===== config.mk =====
export PLATFORM = sky130hd
export DESIGN_NAME = ovl_win_stim_gen
export DESIGN_NICKNAME = d
export VERILOG_FILES = /design/src/rtl/ovl_win_stim_gen.sv
export SDC_FILE = /design/constraint.sdc
export NUM_CORES = 1
export LEC_CHECK = 0
export CORE_MARGIN = 2
export CORE_UTILIZATION = 23
export CTS_CLUSTER_DIAMETER = 120
export DETAILED_ROUTE_END_ITERATION = 16
export PLACE_DENSITY = 0.5
export SLEW_MARGIN = 10
export SYNTH_ARGS = -nofsm -noshare
export SYNTH_HDL_FRONTEND = slang
export SYNTH_SLANG_ARGS = --single-unit

===== constraint.sdc =====
create_clock -name clk -period 8.05 [get_ports clk]
set_clock_uncertainty 0.2 [all_clocks]
set_input_delay 1.2075 -clock clk [delete_from_list [all_inputs] [get_ports clk]]
set_output_delay 1.2075 -clock clk [all_outputs]
set_load 0.005 [all_outputs]

===== src/rtl/ovl_win_stim_gen.sv =====
// rtl/ovl_win_stim_gen.sv - window stimulus generator driving start/end events and test_expr
module ovl_win_stim_gen #(
    parameter int WIDTH = 4,
    parameter int CNT_W = 8
) (
    input  logic             clk,
    input  logic             rst_n,
    input  logic             go,
    input  logic             abort,
    input  logic [CNT_W-1:0] num_windows,
    input  logic [CNT_W-1:0] win_len,
    input  logic [CNT_W-1:0] gap_len,
    input  logic [WIDTH-1:0] value_a,
    input  logic [WIDTH-1:0] value_b,
    input  logic             mutate,
    input  logic [CNT_W-1:0] mutate_at,
    output logic             start_event,
    output logic             end_event,
    output logic [WIDTH-1:0] test_expr,
    output logic             busy,
    output logic             done,
    output logic [CNT_W-1:0] win_count
);

    typedef enum logic [2:0] {S_IDLE, S_START, S_HOLD, S_END, S_GAP} state_e;

    localparam logic [CNT_W-1:0] ONE = {{(CNT_W-1){1'b0}}, 1'b1};

    state_e           state_q, state_d;
    logic [CNT_W-1:0] cnt_q, cnt_d;
    logic [CNT_W-1:0] win_count_q, win_count_d;
    logic [CNT_W-1:0] num_q, win_len_q, gap_len_q, mut_at_q;
    logic [WIDTH-1:0] val_a_q, val_b_q;
    logic             mutate_q;

    logic             start_q, start_d, end_q, end_d;
    logic             busy_q, busy_d, done_q, done_d;
    logic [WIDTH-1:0] expr_q, expr_d;

    logic             accept;
    logic [CNT_W-1:0] num_e, win_len_e, gap_len_e, mut_at_e;
    logic [WIDTH-1:0] val_a_e, val_b_e, win_val;
    logic             mutate_e, mut_active;

    // On the accepting cycle the live inputs are used so START can be decoded
    // in the same cycle the configuration is captured.
    assign accept    = (state_q == S_IDLE) && go;
    assign num_e     = accept ? num_windows : num_q;
    assign win_len_e = accept ? win_len     : win_len_q;
    assign gap_len_e = accept ? gap_len     : gap_len_q;
    assign mut_at_e  = accept ? mutate_at   : mut_at_q;
    assign val_a_e   = accept ? value_a     : val_a_q;
    assign val_b_e   = accept ? value_b     : val_b_q;
    assign mutate_e  = accept ? mutate      : mutate_q;

    always_comb begin
        state_d     = state_q;
        cnt_d       = cnt_q;
        win_count_d = win_count_q;
        done_d      = 1'b0;
        expr_d      = '0;
        win_val     = '0;
        mut_active  = 1'b0;

        case (state_q)
            S_IDLE: begin
                if (go) begin
                    if (num_windows != '0) begin
                        state_d     = S_START;
                        win_count_d = '0;
                    end else begin
                        done_d = 1'b1;
                    end
                end
            end
            S_START: begin
                cnt_d   = '0;
                state_d = (win_len_e == '0) ? S_END : S_HOLD;
            end
            S_HOLD: begin
                if (cnt_q == win_len_e - ONE) state_d = S_END;
                else                          cnt_d   = cnt_q + ONE;
            end
            S_END: begin
                win_count_d = win_count_q + ONE;
                cnt_d       = '0;
                if (win_count_d == num_e) begin
                    state_d = S_IDLE;
                    done_d  = 1'b1;
                end else if (gap_len_e == '0) begin
                    state_d = S_START;
                end else begin
                    state_d = S_GAP;
                end
            end
            S_GAP: begin
                if (cnt_q == gap_len_e - ONE) state_d = S_START;
                else                          cnt_d   = cnt_q + ONE;
            end
            default: state_d = S_IDLE;
        endcase

        if (abort && (state_q != S_IDLE)) begin
            state_d     = S_IDLE;
            cnt_d       = '0;
            win_count_d = win_count_q;
            done_d      = 1'b0;
        end

        // Outputs are decoded from the next state so they register alongside it.
        win_val    = win_count_d[0] ? val_b_e : val_a_e;
        mut_active = mutate_e && (mut_at_e < win_len_e);
        case (state_d)
            S_START: expr_d = win_val;
            S_HOLD:  expr_d = (mut_active && (cnt_d >= mut_at_e)) ? ~win_val : win_val;
            S_END:   expr_d = mut_active ? ~win_val : win_val;
            default: expr_d = '0;
        endcase
    end

    assign start_d = (state_d == S_START);
    assign end_d   = (state_d == S_END);
    assign busy_d  = (state_d != S_IDLE);

    always_ff @(posedge clk or negedge rst_n) begin
        if (!rst_n) begin
            state_q     <= S_IDLE;
            cnt_q       <= '0;
            win_count_q <= '0;
            num_q       <= '0;
            win_len_q   <= '0;
            gap_len_q   <= '0;
            mut_at_q    <= '0;
            val_a_q     <= '0;
            val_b_q     <= '0;
            mutate_q    <= 1'b0;
            start_q     <= 1'b0;
            end_q       <= 1'b0;
            busy_q      <= 1'b0;
            done_q      <= 1'b0;
            expr_q      <= '0;
        end else begin
            state_q     <= state_d;
            cnt_q       <= cnt_d;
            win_count_q <= win_count_d;
            if (accept) begin
                num_q     <= num_windows;
                win_len_q <= win_len;
                gap_len_q <= gap_len;
                mut_at_q  <= mutate_at;
                val_a_q   <= value_a;
                val_b_q   <= value_b;
                mutate_q  <= mutate;
            end
            start_q <= start_d;
            end_q   <= end_d;
            busy_q  <= busy_d;
            done_q  <= done_d;
            expr_q  <= expr_d;
        end
    end

    assign start_event = start_q;
    assign end_event   = end_q;
    assign test_expr   = expr_q;
    assign busy        = busy_q;
    assign done        = done_q;
    assign win_count   = win_count_q;

endmodule


==> impl_metrics.py <==
metrics = {
    "cells_and_area": {
        "drive_above_1_share_pct": 7.82,
        "layout.nets": 624,
        "fill_cells": 2059,
        "finish.instance_area_um2": 5670,
        "diodes": 0,
        "instances_no_fill": 828,
        "synthToLayoutAreaGrowth_pct": 24.2,
    },
    "cts": {
        "clockBufferDepth": 2,
        "cts_setup_buffers": 0,
        "cts_buffers": 9,
        "h-tree-depth": 3,
        "cts_tree": "done",
        "hold_buffers": 0,
        "cts-root-buf": "clkbuf_16",
        "clk_pin_slew_worst_paths_ns": 0.06,
        "cts.sinks": 68,
        "cts_resized": 0,
        "clock_latency_ns": 0.34,
    },
    "logic_synthesis": {
        "ys_ff_latch": 68,
        "syn-num-nets": 575,
        "synth_top_family_by_area": "simple AND/OR/NAND/NOR gates",
        "synth-adder-area-share_pct": 5.70,
        "synthXorXnorAreaFrac_pct": 8.02,
        "syn-instance-count": 510,
        "synth-seq-area-share_pct": 37.2,
        "yosys.area_share.simple_pct": 21.6,
        "synth-edff-count": 0,
        "yosys_most_used_dff": "dfrtp_1",
        "synth.avg_cell_area_um2": 8.96,
        "synthDistinctLibCells": 63,
        "synth_compound_area_share_pct": 14.0,
        "muxShareOfSynthArea_pct": 7.34,
        "ys.warnings.count": 0,
        "syn-cell-area_um2": 4570,
        "synthArstFlopShare_pct": 100,
    },
    "setup_path": {
        "cp_num_buf_inv": 1,
        "ff2ff_path_depth": 20,
        "slowest_delay_ns": 0.80,
        "startpoint": "go",
        "crit_family": "compound AO/OA/AOI/OAI gates",
        "crit_cells": 21,
        "cpMaxStageDelayCell": "or4b_4",
        "r2r-start": "state_q[2]",
        "worstPathMaxFanout": 55,
        "reg2reg_slack_ns": 2.33,
        "cp-start-kind": "primary input",
        "r2r_end": "test_expr[1]",
        "endpoint": "test_expr[1]",
        "worstSetupPathType": "in2reg",
        "endpoint_kind": "flip-flop",
        "cp_data_required_time_ns": 8.04,
        "arrival_ns": 6.39,
        "path_cells": "clkdlybuf4s50_1 > or4b_4 > mux2i_1 > ha_1 > xor2_1 > o311a_1 > nand4_1 > o21a_1 > o21ai_0 > o211a_1 > a21oi_1 > ha_1 > nand2b_1 > a21o_1 > a21o_1 > a211oi_1 > o31a_1 > nand2b_1 > mux2i_1 > a31oi_1 > o22ai_1",
    },
    "routing": {
        "routed_wl_mm": 12.4,
        "top_layer": "met4",
        "drc": 0,
        "firstDrtPassIters": 4,
        "route.met3.wl_um": 672,
        "dr_total_vias": 3802,
        "avgViaCountPerCell": 4.59,
        "drtAntennaViolNets": 0,
        "drtIter0Drc": 194,
        "wl_met1_mm": 5.86,
        "dr_wl_met2_mm": 5.70,
        "wl_per_cell_um": 15.0,
    },
    "sta": {
        "period_needed_ns": 6.40,
        "max_freq_ghz": 0.156,
        "slew_headroom_pct": 39.7,
        "setup_tns_ns": 0,
        "tightestPinTransition_ns": 0.905,
        "hold_viol": 0,
        "finalMaxSlewViolations": 0,
        "fin_crit_sh_pct": 79.5,
        "rsz0062_at_grt": "no",
        "setup-violations-final": 0,
    },
    "floorplanning": {
        "die_width_um": 145,
        "die_h_um": 145,
        "core_area_um2": 19500,
        "start_util_pct": 23.5,
        "rows": 51,
        "die_area_um2": 21000,
        "boundaryPins": 61,
    },
    "power": {
        "ir_drop_v": 0.000162,
        "p_int_w": 0.00120,
        "p_leak_nw": 2.57,
        "post-layout-total-power_w": 0.00205,
        "seq_power_share_pct": 28.4,
        "power_density_nw_per_um2": 362,
        "combPwrFrac_pct": 51.1,
        "clkPwrFrac_pct": 20.4,
        "switchingPower_w": 0.000851,
        "p_sw_share_pct": 41.5,
    },
    "placement": {
        "hpwl_mm": 9.18,
        "port_buffers": 60,
        "place_congestion": 0.836,
        "dpl.cell_count": 813,
        "place_area_um2": 5370,
    },
    "job": {
        "maxCapViolCount": 0,
    },
    "global_routing": {
        "antenna_found_initial": 0,
        "grt_pass1_wl_mm": 20.3,
        "grt_use_total_pct": 12.2,
        "grt_max_degree": 69,
        "grt_pass1_vias": 3845,
        "grt_overflow": 0,
    },
    "worst_hold_path": {
        "min_path_type": "reg2reg",
        "worstHoldStart": "val_a_q[0]",
    },
    "status": {
        "status": "finished, final reports clean",
    },
}
-- worst min path at each step --
stage	to	slack, ns	cells past startpoint
floorplan	val_a_q[0]	0.24	2
global route	val_b_q[2]	0.29	2
global placement	val_a_q[2]	0.25	2
CTS	val_a_q[0]	0.27	2
finish	val_a_q[0]	0.26	2
detailed placement	val_a_q[0]	0.25	2
-- cell type report --
class	count	area [µm²]	area share (%)
Tap cell	265	332	5.84
Inverter	34	128	2.25
Clock inverter	5	77.6	1.37
Multi-Input combinational cell	384	2600	45.8
Clock buffer	10	229	4.04
Sequential cell	68	1700	30.0
Timing Repair Buffer	62	611	10.8
-- per-layer routing --
metal  global-route usage, %  vias to the layer above
met5                       0                        -
met4                    4.70                        0
met3                    2.52                        9
met2                    19.3                       96
met1                    16.2                     1821
li1                        -                     1876
-- power by group through the flow --
stage,sequential [W],clock (W),combinational [W]
floorplan,0.000536,0,0.000854
global placement,0.000586,0,0.00103
detailed placement,0.000588,0,0.00105
CTS,0.000583,0.000433,0.00106
global route,0.000601,0.000443,0.00118
finish,0.000584,0.000419,0.00105
-- synthesized netlist by cell type (3+ instances only) --
master / count / area [µm²]
o22ai_1: 8 / 50.1
o2bb2ai_1: 3 / 26.3
nand3_1: 13 / 65.1
and3_1: 9 / 56.3
mux2i_1: 15 / 150
o21ai_0: 20 / 100
xor2_1: 16 / 140
buf_1: 3 / 11.3
ha_1: 20 / 250
mux2_2: 10 / 113
nand4b_1: 4 / 35.0
buf_6: 5 / 56.3
a21o_1: 9 / 67.6
inv_1: 34 / 128
nand4_1: 4 / 25.0
nand2_1: 78 / 293
or3_1: 5 / 31.3
nor3_1: 20 / 100
and2_1: 11 / 68.8
a31oi_1: 9 / 56.3
xnor2_1: 18 / 158
dfrtp_1: 68 / 1700
nor2b_1: 3 / 18.8
o21a_1: 7 / 52.6
nor2_1: 36 / 135
clkbuf_1: 10 / 37.5
nor4b_1: 3 / 26.3
a21oi_2: 3 / 26.3
a21oi_1: 13 / 65.1
buf_2: 5 / 25.0
nor4_1: 6 / 37.5
-- through the flow --
step | hold WS, ns | setup slack, ns | util (%)
3_3_place_gp | 0.253 | 1.45 | 27.6
6_report | 0.265 | 1.65 | 29.2
4_1_cts | 0.267 | 1.66 | 29.2
2_1_floorplan | 0.236 | 1.82 | -
3_5_place_dp | 0.253 | 1.30 | 27.6
5_1_grt | 0.285 | 1.15 | 29.2
-- worst reg2reg max path, stage by stage (launching register included) --
cell      delay (ns)
dfrtp_1         0.55
or4b_4          0.90
mux2i_1         0.47
ha_1            0.32
xor2_1          0.14
o311a_1         0.18
nand4_1         0.19
o21a_1          0.23
o21ai_0         0.14
o211a_1         0.33
a21oi_1         0.11
ha_1            0.29
nand2b_1        0.13
a21o_1          0.17
a21o_1          0.17
a211oi_1        0.22
o31a_1          0.26
nand2b_1        0.21
mux2i_1         0.10
a31oi_1         0.18
o22ai_1         0.10
-- cell usage in the layout, fill, tap and decap left out, drive strengths merged, types with 13 or more instances in the layout --
cell	n
a21oi	16
clkdlybuf4s50	59
dfrtp	68
ha	20
inv	34
mux2i	19
nand2	78
nand3	13
nor2	36
nor3	21
o21ai	23
xnor2	18
xor2	16
-- sequential cells by signal, summed over array words and instances, names as in the netlist --
register / count
cnt_q: 8
gap_len_q: 8
mut_at_q: 8
num_q: 8
win_count: 8
win_len_q: 8
test_expr: 4
val_a_q: 4
val_b_q: 4
state_q: 3
busy: 1
done: 1
end_event: 1
mutate_q: 1
start_event: 1
-- cells by family after synthesis --
kind of cell | after synthesis
simple gates | 203
compound gates | 94
flops | 68
buf+inv | 58
xor+xnor | 37
mux | 29
fa+ha+maj | 21
Power figures use the tool's default switching activity.
==> RTL edit 1: new RTL, same flow settings <==
Remove the register `expr_q`: a continuous assignment takes its place, so the output `test_expr` follows one clock earlier.
--- a/src/rtl/ovl_win_stim_gen.sv
+++ b/src/rtl/ovl_win_stim_gen.sv
@@ -139,5 +139,4 @@
             busy_q      <= 1'b0;
             done_q      <= 1'b0;
-            expr_q      <= '0;
         end else begin
             state_q     <= state_d;
@@ -157,7 +156,8 @@
             busy_q  <= busy_d;
             done_q  <= done_d;
-            expr_q  <= expr_d;
         end
     end
+
+    assign expr_q = expr_d;
 
     assign start_event = start_q;
Formal check against the unedited RTL: not equivalent (Yosys sat finds a counterexample within 4 cycles, from zero or initial values and one cycle with rst_n low).
==> RTL edit 1 against the unedited design <==
Sequential share of layout area fell by 3.2 points. Largest cell class unchanged. Wire length rose by 5.3%. Non-clock buffer count rose by 31. Area after synthesis rose by 0.25%. Setup slack got worse by 1200 ps. Critical endpoint is now test_expr[0]. Fmax fell by 16%. Power rose by 2.3%. Sequential cell count fell by 4. Highest routed layer unchanged. Cell area rose by 5.3%.
==> RTL edit 1: results (changes against the unedited design) <==
- The post-detailed-route via-to-cell ratio is 4.69 (+2.0%).
- The met2 wire length is 6070 um (+6.5%).
- The pre-CTS worst setup slack is -199 ps (-1500 ps).
- The maximum net fanout on the critical path is 5 (-91%).
- The destination of the worst register-to-register timing path is busy.
- The run finished with clean final reports.
- The path depth of the worst reg2reg path is 15 (-25%).
- The post-detailed-placement cell area is 5600 um2 (+4.3%).
- The share of the yosys chip area belonging to registers is 35.0% (-2.3 points).
- The unique cell type count in the Yosys netlist is 74 (+17%).
- Sorting the synthesized cells by area gives the leading types as sky130_fd_sc_hd__dfrtp_1, sky130_fd_sc_hd__nand2_1, sky130_fd_sc_hd__xnor2_1.
- The detailed-routing wirelength on met1 is 6180 um (+5.4%).
- The number of nets in the layout is 659 (+5.6%).
- The detailed-route via count is 4048 (+6.5%).
- The number of buffers added for setup after CTS came to 2 (+2).
- The HPWL reported at the end of detailed placement is 9960 um (+8.4%).
- The global placement routability congestion is 0.877 (+4.9%).
- The switching fraction of total power came to 41.5% (about the same).
- The total internal power is 0.00123 W (+2.3%).
- The slew at the pin with the worst max-slew slack is 908 ps (+3.89 ps).
- The static leakage was 2.57 nW (about the same).
- After synthesis, the most frequently instantiated cells are sky130_fd_sc_hd__nand2_1, sky130_fd_sc_hd__dfrtp_1, sky130_fd_sc_hd__xnor2_1, sky130_fd_sc_hd__inv_1, sky130_fd_sc_hd__nor2_1.
- In this run the most critical hold path is launched from val_a_q[2].
- The total nets after synthesis is 581 (+1.0%).
- The clock group power is 0.000359 W (-14%).
- The overall global routing resource usage was 12.8% (+0.62 points).
-- RTL edit 1: cell count changes in the layout (fill, tap and decap cells not counted), moves of 8 or more --
cell / delta
sky130_fd_sc_hd__buf_4: +31
sky130_fd_sc_hd__nand3_1: +8
sky130_fd_sc_hd__nor2_1: -9
sky130_fd_sc_hd__xnor2_1: +11
sky130_fd_sc_hd__xor2_1: -8
-- RTL edit 1: kinds of logic (layout without fill, tap and decap cells) --
kind of cell | Yosys count | count (layout) | synth area share [%]
adder cells (fa/ha/maj) | 21 | 21 | 5.68
XOR/XNOR | 40 | 40 | 8.47
AO/OA/AOI/OAI | 87 | 87 | 13.2
multiplexers | 29 | 29 | 7.16
AND/OR/NAND/NOR | 222 | 222 | 25.3
buffers and inverters | 53 | 136 | 5.22
flip-flops | 64 | 64 | 35.0
-- RTL edit 1: area by class of cell --
class / instances / area share, %
Tap cell: 265 / 5.55
Clock buffer: 10 / 4.00
Timing Repair Buffer: 93 / 14.1
Inverter: 27 / 1.70
Clock inverter: 6 / 0.587
Sequential cell: 64 / 26.8
Multi-Input combinational cell: 399 / 47.2
-- RTL edit 1: worst max path at each step --
stage | slack [ps] | cells after the start | to
2_1_floorplan | 10 | 28 | test_expr[0]
3_3_place_gp | -70 | 22 | test_expr[2]
3_5_place_dp | -200 | 22 | test_expr[0]
4_1_cts | -20 | 24 | test_expr[0]
5_1_grt | 180 | 23 | test_expr[0]
6_report | 440 | 23 | test_expr[0]
-- RTL edit 1: per-layer routing --
metal | vias to the layer above | GRT usage [%]
met5 | - | 0
met4 | 0 | 4.02
met3 | 17 | 2.99
met2 | 88 | 20.5
met1 | 1956 | 17.0
li1 | 1987 | -
==> RTL edit 2: new RTL, same settings <==
Without the edit above. Set the parameter `WIDTH` to 6 (it was 4).
--- a/src/rtl/ovl_win_stim_gen.sv
+++ b/src/rtl/ovl_win_stim_gen.sv
@@ -1,5 +1,5 @@
 // rtl/ovl_win_stim_gen.sv - window stimulus generator driving start/end events and test_expr
 module ovl_win_stim_gen #(
-    parameter int WIDTH = 4,
+    parameter int WIDTH = 6,
     parameter int CNT_W = 8
 ) (
Interface: changed (resized test_expr, value_a and value_b); port bits go from 61 to 67. No check against the original RTL was run, so the function may have changed too.
==> RTL edit 2 against the unedited design <==
Worst hold slack improved by 4.2 ps. Cell area increased by 4.2%. Highest routed layer unchanged. Power increased by 1.0%. First-iteration DRC count increased by 14%. Sequential cell count increased by 6. Fmax decreased by 5.8%. Global-route usage increased by 0.082 points. Clock power decreased by 12%. Area after synthesis increased by 3.0%. Wire length increased by 6.5%. Setup slack got worse by 400 ps. Register-to-register slack got worse by 460 ps. Count of clock-buffer cells in the layout unchanged.
==> RTL edit 2: results (changes against the unedited design) <==
- The unique cell type count in the Yosys netlist came to 64 (+1.6%).
- The maximum net fanout on the critical path was 30 (-45%).
- The share of the yosys chip area belonging to registers was 39.3% (+2.1 points).
- The via count of the first global-routing pass came to 3979 (+3.5%).
- The number of cells traversed by the worst hold path is 2 (unchanged).
- The number of nets in the layout is 642 (+2.9%).
- The clock tree buffer depth was 2 (unchanged).
- The path depth of the worst reg2reg path is 23 (+15%).
- The tightest min-delay check is of the flop to flop type.
- The fraction of registers with async set or reset after synthesis is 100% (unchanged).
- The commonest cells after synthesis are sky130_fd_sc_hd__nand2_1, sky130_fd_sc_hd__dfrtp_1, sky130_fd_sc_hd__inv_1, sky130_fd_sc_hd__o21ai_0, sky130_fd_sc_hd__xnor2_1.
- The worst-skew pair later-pin latency is 340 ps (about the same).
- The pin count of the biggest net entering global routing is 75 (+8.7%).
- The initial DRC count is 222 (+14%).
- The total nets after synthesis came to 581 (+1.0%).
- The clock transition at the register clock pins on the worst setup and hold paths after CTS is 60 ps (about the same).
- The critical path arrival was 6850 ps (+460 ps).
- The overall global routing resource usage was 12.2% (+0.082 points).
- The run finished with clean final reports.
- The count of instances resized after the clock tree is built is 0 (unchanged).
- The highest cell delay on the worst timing path was 710 ps (-90 ps).
- The cell count after placement is 832 (+2.3%).
- The number of fillers in the final layout is 2131 (+3.5%).
- The synthesis warning total was 0 (unchanged).
- The most used flip-flop cell after synthesis is sky130_fd_sc_hd__dfrtp_1.
- The detailed-routing iteration count for the pre-antenna-repair pass is 4 (unchanged).
- The HPWL reported at the end of detailed placement is 10100 um (+9.6%).
- The count of antenna diodes in the layout was 0 (unchanged).
- The worst vdd rail ir drop is 0.000116 V (-29%).
- The initial antenna violation count is 0 (unchanged).
- The CTS buffer count is 9 (unchanged).
- The root buffer cell chosen for the clock tree is sky130_fd_sc_hd__clkbuf_16.
- The number of buffers added on ports is 66 (+10%).
- The global placement routability congestion is 0.823 (-1.5%).
- The number of buffers added for setup after CTS came to 0 (unchanged).
- The post-detailed-route via-to-cell ratio came to 4.60 (+0.16%).
- The kind of cell adding the most delay to the critical path is compound AO/OA/AOI/OAI gates.
- The count of mapped cells out of synthesis is 512 (+0.39%).
- The ratio of cells with drive above 1 in the final layout is 8.82% (+1.0 points).
- The depth of the CTS H-tree is 3 (unchanged).
- The slowest stage of the critical path is the sky130_fd_sc_hd__or4b_4 cell.
- The wire length of the first global-routing pass came to 20900 um (+3.3%).
- The total routed wirelength came to 13200 um (+6.5%).
- The static leakage is 2.55 nW (-0.70%).
- In the post-synthesis netlist, the biggest area contributors are sky130_fd_sc_hd__dfrtp_1, sky130_fd_sc_hd__nand2_1, sky130_fd_sc_hd__xnor2_1.
- The slew at the pin with the worst max-slew slack is 979 ps (+74.1 ps).
- The detailed-route via count is 3900 (+2.6%).
==> RTL edit 2: per-stage QoR <==
step / setup WS, ps / total power [W] / hold slack [ps] / util (%) / area, um2
finish: 1260 / 0.00207 / 269 / 29.3 / 5910
global route: 762 / 0.00224 / 292 / 29.3 / 5910
CTS: 1280 / 0.00210 / 271 / 29.3 / 5910
detailed placement: 931 / 0.00172 / 256 / 28.0 / 5640
global placement: 1040 / 0.00168 / 255 / 28.0 / 5640
floorplan: 1650 / 0.00140 / 236 / - / 4710
==> RTL edit 2: kinds of logic after synthesis <==
family	count (synthesis)	synth area share, %
AOI/OAI and AO/OA	90	12.8
xor gates and xnor gates	42	7.81
muxes	37	9.35
and+or+nand+nor	197	20.7
DFF	74	39.3
buffers and inverters	52	4.68
adders and majority gates	20	5.31
==> RTL edit 2: final cells by class <==
type,count,area (um2),area share [%]
Inverter,33,124,2.09
Clock inverter,6,43.8,0.741
Timing Repair Buffer,69,681,11.5
Tap cell,270,338,5.71
Multi-Input combinational cell,386,2650,44.8
Sequential cell,74,1850,31.3
Clock buffer,10,229,3.87
==> RTL edit 2: report_power, final <==
group,internal [W],switching [W],total [W]
clock network,0.000209,0.000160,0.000369
logic,0.000466,0.000616,0.00108
registers,0.000512,0.000109,0.000622
total,0.00119,0.000885,0.00207
==> RTL edit 2: worst min-delay path: cells and delay by family (launching register included) <==
kind	cells	cell delay (ps)
DFF	1	320
and+or+nand+nor	2	120
==> RTL edit 2: layer usage <==
layer,part of all wire (%),global-route usage [%],routed length [um],vias up
met5,0,0,0,-
met4,1.0,2.64,132,0
met3,6.8,4.25,899,12
met2,47,20.0,6220,100
met1,45,15.7,5940,1890
li1,-,-,-,1898
==> RTL edit 2: path summary, 6_finish.rpt <==
| path | from | endpoint | slack (ps) |
|---|---|---|---|
| hold reg to reg | val_b_q[1] | val_b_q[1] | 270 |
| max in group asynchronous | rst_n | win_count[4] | 6190 |
| setup / recovery | go | test_expr[4] | 1260 |
| setup reg to reg | state_q[0] | test_expr[4] | 1870 |
| hold / removal | val_b_q[1] | val_b_q[1] | 270 |
| min in group asynchronous | rst_n | win_len_q[4] | 800 |
